**src/rtl/vga_mem_arbiter.sv**
```systemverilog
// vga_mem_arbiter: shares one frame RAM between scan-out, a pixel writer and a frame clear engine.
// The clear engine is compiled in only when VGA_ARB_CLEAR_EN is defined.
module vga_mem_arbiter #(
    parameter int H_PIX    = 160,
    parameter int V_PIX    = 120,
    parameter int SHIFT    = 2,
    parameter int V_ACTIVE = 480,
    parameter int AW       = 15,
    parameter int DW       = 3
) (
    input  logic          clk,
    input  logic          reset,
    input  logic          p_tick,
    input  logic          video_on,
    input  logic [9:0]    pixel_x,
    input  logic [9:0]    pixel_y,
    input  logic          hsync_in,
    input  logic          vsync_in,
    input  logic          wr_req,
    input  logic [AW-1:0] wr_addr,
    input  logic [DW-1:0] wr_data,
    output logic          wr_ack,
    input  logic          clear_req,
    input  logic [DW-1:0] clear_color,
    output logic          clr_busy,
    output logic [AW-1:0] mem_addr,
    output logic          mem_we,
    output logic [DW-1:0] mem_wdata,
    input  logic [DW-1:0] mem_rdata,
    output logic [DW-1:0] rgb,
    output logic          hsync,
    output logic          vsync
);
    localparam int TOTAL = H_PIX * V_PIX;

    logic [9:0]    xs, ys;
    logic          scan, black, run, clr_go, wr_go, wr_ok;
    logic [AW-1:0] scan_addr, clr_addr, addr_d, addr_q;
    logic [DW-1:0] clr_data, wdata_d, wdata_q, rgb_d, rgb_q;
    logic          tick_d, tick_q, vld_d, vld_q, blk_d, blk_q;
    logic [1:0]    hs_d, hs_q, vs_d, vs_q;

    assign xs        = pixel_x >> SHIFT;
    assign ys        = pixel_y >> SHIFT;
    assign scan      = p_tick && video_on;
    assign black     = (xs >= 10'(H_PIX)) || (ys >= 10'(V_PIX));
    assign scan_addr = AW'(ys) * AW'(H_PIX) + AW'(xs);
    assign clr_go    = !scan && run;
    assign wr_go     = !scan && !run && wr_req;
    assign wr_ok     = {1'b0, wr_addr} < (AW+1)'(TOTAL);

`ifdef VGA_ARB_CLEAR_EN
    typedef enum logic [1:0] {IDLE, CLR_WAIT, CLR_RUN} state_t;
    state_t        state_q, state_d;
    logic [AW-1:0] cnt_q, cnt_d;
    logic [DW-1:0] col_q, col_d;
    logic          frame_edge, last;

    assign frame_edge = p_tick && pixel_y == 10'(V_ACTIVE) && pixel_x == '0;
    assign last       = cnt_q == AW'(TOTAL - 1);
    assign run        = state_q == CLR_RUN;
    assign clr_busy   = state_q != IDLE;
    assign clr_addr   = cnt_q;
    assign clr_data   = col_q;

    always_comb begin
        state_d = state_q;
        cnt_d   = cnt_q;
        col_d   = col_q;
        if (state_q == IDLE && clear_req) begin
            state_d = CLR_WAIT;
            col_d   = clear_color;
        end
        if (state_q == CLR_WAIT && frame_edge) state_d = CLR_RUN;
        if (clr_go) begin
            state_d = last ? IDLE : CLR_RUN;
            cnt_d   = last ? '0 : cnt_q + 1'b1;
        end
    end

    always_ff @(posedge clk) begin
        if (reset) begin
            state_q <= IDLE;
            cnt_q   <= '0;
            col_q   <= '0;
        end else begin
            state_q <= state_d;
            cnt_q   <= cnt_d;
            col_q   <= col_d;
        end
    end
`else
    logic unused_clr;
    assign unused_clr = ^{clear_req, clear_color};
    assign run        = 1'b0;
    assign clr_busy   = 1'b0;
    assign clr_addr   = '0;
    assign clr_data   = '0;
`endif

    // Scan owns the port on tick cycles; otherwise clear, then writer, else hold the bus.
    always_comb begin
        addr_d  = scan ? scan_addr : clr_go ? clr_addr : wr_go ? wr_addr : addr_q;
        wdata_d = clr_go ? clr_data : wr_go ? wr_data : wdata_q;
        tick_d  = p_tick;
        vld_d   = scan;
        blk_d   = black;
        rgb_d   = tick_q ? ((vld_q && !blk_q) ? mem_rdata : '0) : rgb_q;
        hs_d    = {hs_q[0], hsync_in};
        vs_d    = {vs_q[0], vsync_in};
    end

    always_ff @(posedge clk) begin
        if (reset) begin
            addr_q  <= '0;
            wdata_q <= '0;
            tick_q  <= 1'b0;
            vld_q   <= 1'b0;
            blk_q   <= 1'b0;
            rgb_q   <= '0;
            hs_q    <= '0;
            vs_q    <= '0;
        end else begin
            addr_q  <= addr_d;
            wdata_q <= wdata_d;
            tick_q  <= tick_d;
            vld_q   <= vld_d;
            blk_q   <= blk_d;
            rgb_q   <= rgb_d;
            hs_q    <= hs_d;
            vs_q    <= vs_d;
        end
    end

    assign mem_addr  = reset ? '0 : addr_d;
    assign mem_wdata = reset ? '0 : wdata_d;
    assign mem_we    = !reset && (clr_go || (wr_go && wr_ok));
    assign wr_ack    = !reset && wr_go;
    assign rgb       = rgb_q;
    assign hsync     = hs_q[1];
    assign vsync     = vs_q[1];
endmodule

```
**config.mk**
```make
export PLATFORM = sky130hd
export DESIGN_NAME = vga_mem_arbiter
export DESIGN_NICKNAME = d
export VERILOG_FILES = /design/src/rtl/vga_mem_arbiter.sv
export SDC_FILE = /design/constraint.sdc
export NUM_CORES = 1
export LEC_CHECK = 0
export CORE_MARGIN = 2
export CORE_UTILIZATION = 42
export DETAILED_ROUTE_END_ITERATION = 12
export PLACE_DENSITY_LB_ADDON = 0.12
export SYNTH_ARGS = -nofsm -noshare
export SYNTH_HDL_FRONTEND = slang
export SYNTH_SLANG_ARGS = --single-unit
```
**constraint.sdc**
```tcl
create_clock -name clk -period 3.7 [get_ports clk]
set_clock_uncertainty 0.15 [all_clocks]
set_input_delay 0.555 -clock clk [delete_from_list [all_inputs] [get_ports clk]]
set_output_delay 0.555 -clock clk [all_outputs]
set_load 0.01 [all_outputs]
```
==> results_dict.tcl, run 1 <==
set metrics [dict create \
    outcome "completed" \
    dp_slack_ps -568 \
    path_class "primary input to primary output" \
    swShare 0.288 \
    num-nets-final 352 \
    drive_gt1_frac 0.238 \
    hold_depth 1 \
    p_clk_frac 0.220 \
    hold_class "flip-flop to flip-flop" \
    finalCritPeriodShare 0.969 \
    yosysWarnings 0 \
    p_sw_uw 247 \
    start_util 0.431 \
    route.vias.total 1661 \
    fp.dieArea_um2 4600 \
    ant_nets 0 \
    cts.sinks 28 \
    wirelength_um 4210 \
    finalWorstSetupSlack_ps 115 \
    setup.worst_path.end_class "primary output" \
    intPower_uw 610 \
    yosysSeqAreaShare 0.327 \
    drv_cap 0 \
    die_h_um 67.9 \
    clockBufferDepth 2 \
    finalMaxSlewViolations 0 \
    htreeDepth 1 \
    finalCriticalPeriod_ps 3580 \
    cpMaxStageDelayCell "fa_2" \
    gr-total-overflow 0 \
    antenna_found_initial 0 \
    crit_path_frequent_cell "buf_4" \
    clockRootBuffer "clkbuf_8" \
    nFillCells 333 \
    path_buf_inv 5 \
    ios 78 \
    wl_per_cell_um 12.7 \
    setup_viol 0 \
    drt_iter0_markers 46 \
    dp_hpwl_um 3350 \
    cp_num_cells 12 \
    syn2layout_area_growth_pct 62.5 \
    powerDensity_nw_per_um2 308 \
    grt_pass1_vias 1533 \
    r2r_cells 3 \
    p_seq_frac 0.382 \
    ir_drop_uv 187 \
    routabilityCongestion 0.854 \
    cts-buffers-inserted 3 \
    syn_nets 256 \
    grt_usage 0.188 \
    synth_seq_cells 28 \
    seq_area_um2 561 \
    syn-cell-area_um2 1710 \
    die_x_um 67.9 \
    diodes 0 \
    via_per_inst 5.00 \
    critPathTopFamily "adder cells" \
    num_rows 23 \
    grt_pass1_wl_um 6640 \
    timing_hold_violations_final 0 \
    clkSlewWorstSetupHoldPaths_ps 90 \
    worstPathArrival_ps 2880 \
    synth_ff_type "dfxtp_1" \
    crit_path_start_kind "primary input" \
    layout.cells.non_filler 332 \
    firstDrtPassIters 4 \
    maxClockFrequency_mhz 279 \
    portBuffers 68 \
    grt_max_degree 16 \
    core_area_um2 3970 \
    max_stage_delay_ps 570 \
    p_comb_frac 0.399 \
    yosysUniqueCellTypes 48 \
    multiInputGateArea_um2 1200 \
    final_util 0.701 \
    drc 0 \
    crit_chain "dlygate4sd2_1 -> ha_4 -> inv_1 -> fa_2 -> nand2b_4 -> nor2_4 -> nor4b_4 -> buf_4 -> buf_4 -> a31o_1 -> a31oi_1 -> buf_2" \
    crit_fanout 2 \
    place_inst 325 \
    syn_area_per_cell_um2 9.16 \
    cts_hold_buf 0 \
    clkLatencyLatePin_ps 270 \
    cp.required_ps 2990 \
    syn_inst 187 \
    synth_async_sr_flop_share 0 \
    synth-edff-count 0 \
    cts_tree "built" \
    p_leak_uw 0.00119 \
]
cell usage after synthesis (all sizes together) (2+ instances only):
cell type | number | area share
a211oi | 6 | 0.034
a21o | 3 | 0.013
a21oi | 10 | 0.029
a31o | 2 | 0.010
a31oi | 3 | 0.011
and2 | 3 | 0.011
buf | 4 | 0.012
clkbuf | 3 | 0.0066
dfxtp | 28 | 0.33
fa | 2 | 0.023
ha | 15 | 0.11
inv | 6 | 0.013
mux2 | 2 | 0.013
mux2i | 11 | 0.064
nand2 | 18 | 0.039
nand2b | 5 | 0.018
nand3 | 6 | 0.018
nand4 | 3 | 0.011
nor2 | 10 | 0.023
nor2b | 9 | 0.033
nor4b | 2 | 0.019
o211a | 2 | 0.012
o21ai | 11 | 0.032
xnor2 | 5 | 0.030
xor2 | 3 | 0.015
worst paths after layout:
path,start,endpoint,slack (ps)
worst max-delay path,pixel_y[6],mem_addr[14],120
worst min-delay path,vs_q[0],vs_q[1],300
worst max register to register,addr_q[11],addr_q[11],2600
worst min register to register,vs_q[0],vs_q[1],300
stage by stage:
stage          area [um2]  power, uW  hold slack [ps]  setup TNS, ps
6_report             2780        857              295              0
5_1_grt              2780        909              322          -8.98
4_1_cts              2740        848              300          -34.5
3_5_place_dp         2630        649              278          -2580
3_3_place_gp         2630        645              270          -2330
2_1_floorplan        1710        499              264              0
area by class of cell:
type	instances	share of cell area
Clock buffer	4	0.0198
Inverter	6	0.00809
Multi-Input combinational cell	146	0.431
Sequential cell	28	0.201
Tap cell	50	0.0225
Timing Repair Buffer	98	0.317
layer usage:
layer	vias to the layer above	wire, um	track usage
met2	34	2200	0.350
li1	859	-	-
met4	0	21	0.0650
met3	2	159	0.0148
met5	-	0	0
met1	766	1830	0.225
power by group through the flow:
stage               Clock, uW  Sequential [uW]  Combinational [uW]
floorplan                   0              333                 166
global placement            0              334                 311
detailed placement          0              334                 315
CTS                       192              327                 329
global route              204              330                 376
finish                    188              327                 342
cell families (layout without fill, tap and decap cells):
family          count (synthesis)  after routing  share of synthesized area
simple gates                   61             61                      0.192
compound gates                 46             46                      0.191
flops                          28             28                      0.327
fa+ha+maj                      17             17                      0.133
mux                            13             13                     0.0774
buf+inv                        13            108                     0.0321
xor+xnor                        8              8                     0.0453
other cells                     1              1                    0.00219
cells in the final DEF, fill, tap and decap left out, types with 4 or more instances in the layout:
cell,n
nand2_1,18
clkdlybuf4s50_1,55
a21oi_1,10
nor2_1,8
nand2b_1,4
ha_1,10
o21ai_0,10
nand3_1,6
dfxtp_1,28
nor2b_1,8
dlygate4sd2_1,4
a211oi_1,4
buf_4,30
mux2i_1,11
inv_1,5
clkbuf_8,4
state kept, by name (all words and copies together) (netlist names):
register / flops
wdata_q: 3
tick_q: 1
rgb: 3
vld_q: 1
vs_q: 2
hs_q: 2
addr_q: 15
blk_q: 1
repair_timing:
item / CTS / global route
endpoints found under the hold margin: 0 / 0
buffers inserted: 1 / 2
pin swaps: 9 / 6
endpoints found under the setup margin: 7 / 5
gates resized for setup: 35 / 12
No activity file was read; power rests on OpenSTA's default activity.
==> run 2: changes to the inputs <==
- CTS_CLUSTER_SIZE: unset -> 8
- SLEW_MARGIN: unset -> 20
==> results of run 2 <==
No change in the layout: final DEF, timing and power equal those of run 1.
